[config.mk]
export PLATFORM = sky130hd
export DESIGN_NAME = gon_mcc_fifo
export DESIGN_NICKNAME = d
export VERILOG_FILES = /design/src/rtl/gon_mcc_fifo_pkg.sv /design/src/rtl/gon_fifo.sv /design/src/rtl/gon_mcc_fifo.sv
export SDC_FILE = /design/constraint.sdc
export NUM_CORES = 1
export LEC_CHECK = 0
export CAP_MARGIN = 20
export CORE_ASPECT_RATIO = 0.9
export CORE_UTILIZATION = 57
export CTS_BUF_LIST = sky130_fd_sc_hd__clkbuf_8
export CTS_CLUSTER_DIAMETER = 40
export DETAILED_ROUTE_END_ITERATION = 7
export GPL_TIMING_DRIVEN = 0
export PLACE_DENSITY = 0.94
export REMOVE_ABC_BUFFERS = 1
export SETUP_SLACK_MARGIN = 0.05
export SLEW_MARGIN = 20
export SYNTH_ARGS = -nofsm -noshare
export SYNTH_HDL_FRONTEND = slang
export SYNTH_SLANG_ARGS = --single-unit
[constraint.sdc]
create_clock -name clk -period 3.2 [get_ports clk]
set_input_delay 0.8 -clock clk [delete_from_list [all_inputs] [get_ports clk]]
set_output_delay 0.8 -clock clk [all_outputs]
set_load 0.01 [all_outputs]
[src/rtl/gon_mcc_fifo_pkg.sv]
// Shared widths and the entry layout for the GON multicast controller.
// Build option GON_MCC_MASK_EN adds a per-entry don't-care mask field.
package gon_pkg;

  localparam int GON_TAG_W = 4;

  function automatic int gon_entry_w(input int tag_w);
`ifdef GON_MCC_MASK_EN
    return 2 * tag_w + 1;
`else
    return tag_w + 1;
`endif
  endfunction

  function automatic int gon_cfg_w(input int num_id, input int tag_w);
    return num_id * gon_entry_w(tag_w);
  endfunction

  // Field order matches the scan chain, MSB first; mask is unused without GON_MCC_MASK_EN.
  typedef struct packed {
    logic                 en;
    logic [GON_TAG_W-1:0] mask;
    logic [GON_TAG_W-1:0] id;
  } gon_entry_t;

endpackage

[src/rtl/gon_fifo.sv]
// Circular buffer with occupancy count; head is presented without a read strobe.
module gon_fifo #(
  parameter int DATA_WIDTH = 64,
  parameter int FIFO_DEPTH = 4
) (
  input  logic                                clk,
  input  logic                                reset,
  input  logic                                push,
  input  logic                                pop,
  input  logic [DATA_WIDTH-1:0]               din,
  output logic [DATA_WIDTH-1:0]               dout,
  output logic                                full,
  output logic                                empty,
  output logic [$clog2(FIFO_DEPTH+1)-1:0]     count
);

  localparam int AW = $clog2(FIFO_DEPTH);
  localparam int CW = $clog2(FIFO_DEPTH + 1);

  logic [DATA_WIDTH-1:0] mem [FIFO_DEPTH];
  logic [AW-1:0]         wptr;
  logic [AW-1:0]         rptr;
  logic                  do_push;
  logic                  do_pop;

  assign full    = (count == CW'(FIFO_DEPTH));
  assign empty   = (count == '0);
  assign do_push = push & ~full;
  assign do_pop  = pop & ~empty;
  assign dout    = empty ? '0 : mem[rptr];

  // Storage holds data only, so it carries no reset.
  always_ff @(posedge clk) begin
    if (do_push) mem[wptr] <= din;
  end

  // Depth is a power of two, so pointers wrap naturally at AW bits.
  always_ff @(posedge clk or negedge reset) begin
    if (!reset) begin
      wptr  <= '0;
      rptr  <= '0;
      count <= '0;
    end else begin
      if (do_push) wptr <= wptr + AW'(1);
      if (do_pop)  rptr <= rptr + AW'(1);
      if (do_push && !do_pop)      count <= count + CW'(1);
      else if (do_pop && !do_push) count <= count - CW'(1);
    end
  end

endmodule

[src/rtl/gon_mcc_fifo.sv]
// GON bus multicast controller: scan-programmed tag match feeding a local FIFO to the PE.
// Build option GON_MCC_MASK_EN enables per-entry tag masks (longer config chain).
module gon_mcc_fifo
  import gon_pkg::*;
#(
  parameter int DATA_WIDTH = 64,
  parameter int TAG_WIDTH  = 4,
  parameter int NUM_ID     = 2,
  parameter int FIFO_DEPTH = 4
) (
  input  logic                              clk,
  input  logic                              reset,
  input  logic [DATA_WIDTH-1:0]             data_in,
  input  logic [TAG_WIDTH-1:0]              tag,
  input  logic                              valid_in,
  output logic                              ready_out,
  output logic [DATA_WIDTH-1:0]             data_out,
  output logic                              valid_out,
  input  logic                              ready_in,
  input  logic                              scan_en_id,
  input  logic                              scan_in_id,
  output logic                              scan_out_id,
  output logic [$clog2(FIFO_DEPTH+1)-1:0]   fifo_count
);

  localparam int EW    = gon_entry_w(TAG_WIDTH);
  localparam int CFG_W = gon_cfg_w(NUM_ID, TAG_WIDTH);

  logic [CFG_W-1:0] cfg;
  logic [EW-1:0]    entry;
  logic             match;
  logic             full;
  logic             empty;
  logic             push;
  logic             pop;

  always_ff @(posedge clk or negedge reset) begin
    if (!reset)          cfg <= '0;
    else if (scan_en_id) cfg <= {cfg[CFG_W-2:0], scan_in_id};
  end

  assign scan_out_id = cfg[CFG_W-1];

  // Match is suppressed during shifting: partially loaded entries must never accept traffic.
  always_comb begin
    match = 1'b0;
    entry = '0;
    for (int k = 0; k < NUM_ID; k++) begin
      entry = cfg[k*EW +: EW];
`ifdef GON_MCC_MASK_EN
      if (entry[EW-1] &&
          (((tag ^ entry[TAG_WIDTH-1:0]) & ~entry[2*TAG_WIDTH-1:TAG_WIDTH]) == '0))
        match = 1'b1;
`else
      if (entry[EW-1] && (tag == entry[TAG_WIDTH-1:0]))
        match = 1'b1;
`endif
    end
    if (scan_en_id) match = 1'b0;
  end

  assign ready_out = ~match | ~full;
  assign push      = valid_in & match & ~full;
  assign valid_out = ~empty;
  assign pop       = valid_out & ready_in;

  gon_fifo #(
    .DATA_WIDTH (DATA_WIDTH),
    .FIFO_DEPTH (FIFO_DEPTH)
  ) u_fifo (
    .clk   (clk),
    .reset (reset),
    .push  (push),
    .pop   (pop),
    .din   (data_in),
    .dout  (data_out),
    .full  (full),
    .empty (empty),
    .count (fifo_count)
  );

endmodule

== Yosys cells after proc, flatten, opt, wreduce, memory -nomap -nowiden ==
Memory sizes are Yosys's and may differ from the RTL's.
Index checks and enable logic that the tools add are counted.

* Register bits: 17
* Memory bits (writable): 256
* Output and inout bits: 70
* Memories kept: 1

* Add/sub/neg operators: 4
* Equal/unequal tests: 3
* Mux-type cells: 8
* Bitwise operators: 9
* Reduce and logical (&&, ||, !) cells: 8

{| class="wikitable"
|+ Memories
! name !! depth !! width !! rd ports !! clocked after memory_dff !! write ports !! RTL line !! text
|-
| u_fifo.mem || 4 || 64 || 1 || 0 || 1 || gon_fifo.sv:20 || <nowiki>logic [DATA_WIDTH-1:0] mem [FIFO_DEPTH];</nowiki>
|}

{| class="wikitable"
|+ Operators by type and width
! operator !! number
|-
| 64-bit 2-to-1 mux || 1
|-
| 4-bit equality test || 2
|-
| 3-bit 2-to-1 mux || 2
|-
| 1-bit bitwise AND || 5
|-
| 1-bit 2-to-1 mux || 5
|-
| 2-bit by 1-bit adder with 2-bit output, second input constant || 2
|-
| 1-bit logical AND || 4
|-
| 3-bit by 1-bit adder with 3-bit output, second input constant || 1
|-
| 3-bit equality test, second input constant || 1
|-
| 3-bit logical NOT || 1
|-
| 1-bit inverter || 3
|-
| 3-bit by 1-bit subtractor with 3-bit output, second input constant || 1
|-
| 1-bit logical NOT || 2
|-
| 2-bit nonzero test || 1
|-
| 1-bit bitwise OR || 1
|}

== Logic depth before layout (Yosys ltp) ==
Gate-level depths: netlist of the first run.

* Depth in word-level cells: 12
* Depth in mapped cells: 9
* Depth with buffers taken out: 9

== Modules after synthesis ==
From an unflattened synthesis of the first run, not the netlist that was laid out.

* Cell total of the unflattened synthesis: 485
* Area total of the unflattened synthesis: 10,602.7 um^2

{| class="wikitable"
|+ Modules (own cells, without submodules)
! module !! instances !! cells an instance !! area each (um^2) !! sequential area each (um^2)
|-
| gon_fifo || 1 || 441 || 10,069.7 || 7,862.5
|-
| gon_mcc_fifo || 1 || 44 || 533.0 || 250.2
|}

== Worst setup path after synthesis of the first run ==
Ideal clock, no wire load.

* Path type: input -> register
* Start: in tag[1]
* End: mem u_fifo.mem[2][0], enable pin
* Setup time: 429 ps
* Arrival time: 2,929 ps
* Data required time: 2,771 ps
* Slack: -157 ps
* Stages: 4
* Path buffers: 0
* Path through: xnor2_1 -> nand4_1 -> o22ai_2 -> and2_1

* Cells in the longest elaborated chain, start to end: 10
* Elaborated cells between the ends (all ways): 12
* Classes of those cells: eq/ne (2); mux (5); bitwise (3); reduce/logical (2)

{| class="wikitable"
|+ Ends and longest elaborated chain
! what !! RTL line !! text
|-
| from (decl) || gon_mcc_fifo.sv:14 || <nowiki>input logic [TAG_WIDTH-1:0] tag,</nowiki>
|-
| 4-bit equality test || gon_mcc_fifo.sv:55 || <nowiki>if (entry[EW-1] && (tag == entry[TAG_WIDTH-1:0]))</nowiki>
|-
| 1-bit logical AND || gon_mcc_fifo.sv:55 ||
|-
| 1-bit 2-to-1 mux || gon_mcc_fifo.sv:55 ||
|-
| 1-bit 2-to-1 mux (*) || gon_mcc_fifo.sv:55 ||
|-
| 1-bit 2-to-1 mux (*) || gon_mcc_fifo.sv:59 || <nowiki>if (scan_en_id) match = 1'b0;</nowiki>
|-
| 1-bit bitwise AND (*) (2 in a row) || gon_mcc_fifo.sv:63 || <nowiki>assign push = valid_in & match & ~full;</nowiki>
|-
| 1-bit bitwise AND (*) || gon_fifo.sv:28 || <nowiki>assign do_push = push & ~full;</nowiki>
|-
| net u_fifo.do_push || gon_fifo.sv:23 || <nowiki>logic do_push;</nowiki>
|-
| 1-bit 2-to-1 mux (*) || gon_fifo.sv:34 || <nowiki>if (do_push) mem[wptr] <= din;</nowiki>
|-
| 1-bit 2-to-1 mux (not written as such) (*) || gon_fifo.sv:34 ||
|-
| to (decl) || gon_fifo.sv:20 ||
|}

Mark *: on every way through the listed nets, which the timed path passes. The rest lies on a longest branch.

== Worst setup path in the final report of the first run ==
* Start: reg u_fifo.rptr[0]
* End: out data_out[9]

* Cells in the longest elaborated chain, start to end: 2

{| class="wikitable"
|+ Ends and longest elaborated chain
! what !! RTL line !! text
|-
| from (decl) || gon_fifo.sv:22 || <nowiki>logic [AW-1:0] rptr;</nowiki>
|-
| from (signal assigned) || gon_fifo.sv:45 || <nowiki>if (do_pop) rptr <= rptr + AW'(1);</nowiki>
|-
| memory 4 x 64 bit || n/a ||
|-
| 64-bit 2-to-1 mux || gon_fifo.sv:30 || <nowiki>assign dout = empty ? '0 : mem[rptr];</nowiki>
|-
| to (decl) || gon_mcc_fifo.sv:17 || <nowiki>output logic [DATA_WIDTH-1:0] data_out,</nowiki>
|}

Every way passes these cells.

==> results.sh, run 1 <==
export IMPL_total_core_area_um2=17900
export IMPL_ir_worst_vdd_uv=523.9
export IMPL_routed_wirelength_um=22750
export IMPL_floorplan_initialDensity_pct=58.98
export IMPL_fin_worst_skew_ps=14.70
export IMPL_hold_viol=0
export IMPL_holdBufCountCts=0
export IMPL_via_count_of_the_first_global_routing_pass=5910
export IMPL_boundaryPins=144
export IMPL_min_period_ps=3154
export IMPL_detail_route_vias_per_cell=5.805
export IMPL_fp_dieH_um=131.1
export IMPL_slew_limit_headroom_pct=45.93
export IMPL_setup_worst_path_end_class="primary output"
export IMPL_std_cell_rows=46
export IMPL_hpwl_um=12140
export IMPL_min_delay_path_depth=1
export IMPL_rr_endpoint="u_fifo.count[2]"
export IMPL_vias=5404
export IMPL_cts_sinks=273
export IMPL_rsz0062_at_grt="yes"
export IMPL_ys_types=26
export IMPL_antenna_found_initial=0
export IMPL_max_slew_violation_count=0
export IMPL_max_clock_path_buffers=3
export IMPL_clkTransAtPathRegs_ps=70
export IMPL_share_of_layout_cells_above_drive_strength_1_pct=26.09
export IMPL_finalNonFillerCells=931
export IMPL_synth_sequential_area_ratio_pct=76.84
export IMPL_r2r_start="u_fifo.count[1]"
export IMPL_cp_endpoint="data_out[9]"
export IMPL_global_route_wire_length_before_repair_um=32980
export IMPL_clock_root_cell="clkbuf_8"
export IMPL_synth_warning_count=0
export IMPL_yosys_register_bits=273
export IMPL_crit_arrival_ps=2350
export IMPL_drt_first_iter_violations=335
export IMPL_run_status="finished clean"
export IMPL_hold_path_class="reg2reg"
export IMPL_global_route_overflow_total=0
export IMPL_total_power_mw=10.52
export IMPL_startpoint_type="flip-flop"
export IMPL_cts_tree="done"
export IMPL_dieWidth_um=145.5
export IMPL_power_leakage_nw=4.634
export IMPL_worstRegToRegCells=9
export IMPL_critical_path_peak_fanout=5
export IMPL_cp_data_required_time_ps=2400
export IMPL_clock_fmax_ghz=0.3170
export IMPL_power_density_cell_area_nw_per_um2=794.4
export IMPL_synth_cell_area_um2=10560
export IMPL_pre_cts_slack_ps=-406.8
export IMPL_route_detailed_drc=0
export IMPL_holdCritStartpoint="cfg[4]"
export IMPL_clkLatencyLatePin_ps=530
export IMPL_ctsHtreeMaxLevel=2
export IMPL_setup_worst_path_start="u_fifo.rptr[0]"
export IMPL_syn_mean_instance_area_um2=22.09
export IMPL_first_pass_iters=4
export IMPL_max_cap_violations=0
export IMPL_setup_viol_count_final=0
export IMPL_placed_cells=845
export IMPL_worst_hold_slack_ps=519.7
export IMPL_detail_route_wl_per_cell_um=24.44
export IMPL_die_area_um2=19070
export IMPL_grt_start_max_net_pins=68
export IMPL_ff2ff_setup_slack_ps=580
export IMPL_worstSetupPathType="reg2out"
export IMPL_numPortBuffers=143
export IMPL_final_min_period_over_clock_period_pct=98.57
export IMPL_route_antenna_remaining_nets=0
export IMPL_tightestPinTransition_ps=808.5
export IMPL_routabilityCongestion=0.8698
export IMPL_cts_buffers=42
export IMPL_fin_ws_ps=45.77
export IMPL_layout_area_overhead_vs_synth_pct=25.40
export IMPL_final_nets=746
export IMPL_grt_usage_pct=23.42
export IMPL_syn_instance_count=478
## logic make-up after synthesis
group / count (synthesis) / synth area share [%]
DFF: 273 / 76.84
and+or+nand+nor: 82 / 4.752
muxes: 74 / 14.75
buffers and inverters: 25 / 1.386
xor gates and xnor gates: 14 / 1.161
adders and majority gates: 6 / 0.7822
AOI/OAI and AO/OA: 4 / 0.3200
## metal layers
metal | share of wire, % | GRT usage, % | vias up
li1 | - | - | 2314
met1 | 40 | 29.28 | 2800
met2 | 51 | 39.66 | 251
met3 | 7.0 | 6.146 | 39
met4 | 2.1 | 8.655 | 0
met5 | 0 | 0 | -
## placed cells by master, fill, tap and decap left out, drive strengths merged, types with 10 or more instances in the layout
master,n
and2,68
buf,27
clkbuf,54
clkdlybuf4s50,76
clkinv,11
dfrtp,17
dlygate4sd2,36
dlymetal6s2s,14
edfxtp,256
inv,14
mux2,10
mux4,64
xnor2,12
## cell usage after synthesis
library cell	number	area, um2
edfxtp_1	256	7687
buf_2	6	30.03
nor2b_1	2	12.51
buf_6	5	56.30
o22ai_2	1	12.51
o22ai_1	1	6.260
or3_1	1	6.260
fa_1	1	20.02
ha_1	5	62.56
clkbuf_1	9	33.78
and2_1	68	425.4
dfrtp_1	17	425.4
nand2b_1	1	6.260
or3b_1	1	8.760
mux2_2	9	101.4
xor2_1	2	17.52
nand2_1	3	11.26
xnor2_1	12	105.1
buf_4	2	15.01
nor2_1	1	3.750
inv_1	3	11.26
nand4_1	2	12.51
nand3_1	3	15.01
mux4_2	64	1441
mux2_4	1	15.01
a21o_1	2	15.01
## worst min path at each step
stage	end
final	cfg[5]
after global routing	cfg[5]
after CTS	cfg[5]
after detailed placement	cfg[5]
after global placement	cfg[5]
after floorplan	cfg[5]
## state kept, by name, summed over array words and instances, names as in the netlist
| signal | flops |
|---|---|
| u_fifo.rptr | 2 |
| u_fifo.mem | 256 |
| cfg | 10 |
| u_fifo.wptr | 2 |
| u_fifo.count | 3 |
## worst max-delay path: stages (launching register included)
cell     delay, ps
dfrtp_4        520
buf_4          150
buf_8          140
buf_16         140
buf_4          130
mux4_2         420
and2_4         170
buf_2          140
## timing repair
| item | in CTS | in global routing |
|---|---|---|
| endpoints found under the setup margin | 65 | 36 |
| pin swaps | 0 | 1 |
| resized for setup | 87 | 40 |
| setup buffers | 8 | 3 |
| endpoints found under the hold margin | 0 | 0 |
| gates cloned | 3 | 4 |
## cell type report
type                       count  area (um2)
clock buffer                  43       591.8
tap                          240       300.3
clock inverter                25       143.9
multi-input combinational    182        2356
sequential                   273        8122
fill                        1026        4661
inverter                       3       11.26
timing repair buffer         164        1712
antenna                        1       2.502
## metrics by stage
step | util, % | cell area, um2 | TNS, ps
2_1_floorplan | - | 10420 | -106770
3_3_place_gp | 67.90 | 12150 | -675910
3_5_place_dp | 68.78 | 12310 | -68680
4_1_cts | 73.75 | 13200 | -740.1
5_1_grt | 73.95 | 13240 | -13.20
6_report | 73.96 | 13240 | 0
## power by group
| part | internal [mW] | switching, mW | leakage, nW | total [mW] |
|---|---|---|---|---|
| combinational | 2.08 | 1.64 | 1.72 | 3.72 |
| clock | 1.33 | 1.26 | 0.410 | 2.59 |
| sequential | 4.02 | 0.188 | 2.50 | 4.21 |
| total | 7.43 | 3.08 | 4.63 | 10.5 |
Note: power is estimated with default switching activity, not from simulation.
==> run 2: changes to the inputs <==
- RECOVER_POWER: not set -> 25
==> results.sh, run 2 (same netlist as run 1, synthesis figures left out) <==
export IMPL_setup_viol_count_final=0
export IMPL_tightestPinTransition_ps=799.2
export IMPL_startpoint_type="flip-flop"
export IMPL_slew_limit_headroom_pct=46.55
export IMPL_antenna_found_initial=2
export IMPL_final_min_period_over_clock_period_pct=98.71
export IMPL_first_pass_iters=4
export IMPL_max_cap_violations=0
export IMPL_mostFrequentLayoutCell="edfxtp_1"
export IMPL_floorplan_initialDensity_pct=58.98
export IMPL_cp_data_required_time_ps=2400
export IMPL_sum_neg_setup_slack_ps=0
export IMPL_grt_start_max_net_pins=68
export IMPL_vias=5396
export IMPL_final_nets=746
export IMPL_grt_usage_pct=23.42
export IMPL_placed_cells=845
export IMPL_hpwl_um=12140
export IMPL_finalNonFillerCells=935
export IMPL_clkTransAtPathRegs_ps=70
export IMPL_commonest_non_fill_non_tap_cells_in_the_layout="256 x edfxtp_1, 64 x mux4_2, 60 x and2_1"
export IMPL_setup_worst_path_end_class="primary output"
export IMPL_clock_root_cell="clkbuf_8"
export IMPL_route_detailed_drc=0
export IMPL_ctsHtreeMaxLevel=2
export IMPL_max_slew_violation_count=0
export IMPL_max_clock_path_buffers=3
export IMPL_max_reg_flops=256
export IMPL_power_leakage_nw=4.646
export IMPL_ir_worst_vdd_uv=524.2
export IMPL_routed_wirelength_um=22730
export IMPL_holdBufCountCts=0
export IMPL_global_route_wire_length_before_repair_um=32980
export IMPL_clock_fmax_ghz=0.3166
export IMPL_run_status="finished clean"
export IMPL_drt_first_iter_violations=305
export IMPL_dieWidth_um=145.5
export IMPL_boundaryPins=144
export IMPL_route_antenna_remaining_nets=0
export IMPL_routabilityCongestion=0.8698
export IMPL_die_area_um2=19070
export IMPL_hold_viol=0
export IMPL_cts_sinks=273
export IMPL_share_of_layout_cells_above_drive_strength_1_pct=26.09
export IMPL_detail_route_wl_per_cell_um=24.31
export IMPL_fp_dieH_um=131.1
export IMPL_max_flop_register="u_fifo.mem"
export IMPL_std_cell_rows=46
export IMPL_critical_path_peak_fanout=5
export IMPL_layout_area_overhead_vs_synth_pct=25.49
export IMPL_fillers=1023
export IMPL_worstSetupPathType="reg2out"
export IMPL_hold_path_class="reg2reg"
export IMPL_total_core_area_um2=17900
export IMPL_crit_arrival_ps=2360
export IMPL_clkLatencyLatePin_ps=530
export IMPL_numPortBuffers=143
export IMPL_reg_largest_list="u_fifo.mem: 256 flops, cfg: 10 flops, u_fifo.count: 3 flops"
export IMPL_min_period_ps=3159
export IMPL_power_density_cell_area_nw_per_um2=793.1
export IMPL_cts_buffers=42
export IMPL_detail_route_vias_per_cell=5.771
export IMPL_cts_tree="done"
export IMPL_global_route_overflow_total=0
export IMPL_via_count_of_the_first_global_routing_pass=5910
export IMPL_rsz0062_at_grt="yes"
export IMPL_fin_worst_skew_ps=16.18
## run 2: cell types whose count changed in the layout (fill, tap and decap cells not counted)
cell             previous run  this run
clkdlybuf4s50_1            76        34
dlygate4sd3_1               0        42
diode_2                     1         5
## run 2: timing repair
item / CTS / global route
gates resized for setup: 87 / 40
gates cloned: 3 / 4
setup buffers: 8 / 3
pin swaps: 0 / 1
setup endpoints to repair: 65 / 36
## run 2: final timing paths
kind	start	to	slack (ps)	cells past startpoint
worst max-delay path	u_fifo.rptr[0]	data_out[9]	40	7
worst min-delay path	cfg[4]	cfg[5]	520	1
worst max register to register	u_fifo.count[1]	u_fifo.count[2]	580	9
worst min register to register	cfg[4]	cfg[5]	520	1
max in group asynchronous	reset	u_fifo.rptr[1]	1890	1
min in group asynchronous	reset	cfg[0]	730	1
## run 2: area by class of cell
cell class | count | area, um2 | share of cell area (%)
flip-flops and latches | 273 | 8122 | 61.30
multi-input cells | 182 | 2356 | 17.78
repair buffers | 164 | 1712 | 12.92
clock buffers | 43 | 591.8 | 4.467
well taps | 240 | 300.3 | 2.266
clock inverters | 25 | 143.9 | 1.086
diodes | 5 | 12.51 | 0.09444
inverters | 3 | 11.26 | 0.08499
## run 2: worst max-delay path, cell delays in order, from the launching register on
cell     delay (ps)
dfrtp_4         520
buf_4           150
buf_8           140
buf_16          140
buf_4           130
mux4_2          420
and2_4          170
buf_2           140
## run 2: routing by layer
metal	up-vias	global-route usage (%)	share of wire, %
li1	2317	-	-
met1	2799	29.28	40
met2	245	39.66	51
met3	35	6.146	7.0
met4	0	8.655	2.1
met5	-	0	0
## run 2: power breakdown
| group | total (mW) | internal [mW] | switching [mW] |
|---|---|---|---|
| sequential | 4.21 | 4.02 | 0.187 |
| combinational | 3.71 | 2.07 | 1.64 |
| clock | 2.59 | 1.33 | 1.26 |
| total | 10.5 | 7.42 | 3.09 |
## run 2: metrics by stage
step	hold slack (ps)	utilization, %	area, um2	total power, mW	setup slack, ps
2_1_floorplan	471.0	-	10420	6.186	-1039
5_1_grt	536.8	73.96	13240	10.94	-13.20
4_1_cts	524.4	73.75	13200	10.52	-68.24
3_3_place_gp	480.3	67.90	12150	7.783	-2529
6_report	521.7	74.02	13250	10.51	41.35
3_5_place_dp	507.5	68.78	12310	7.825	-406.8
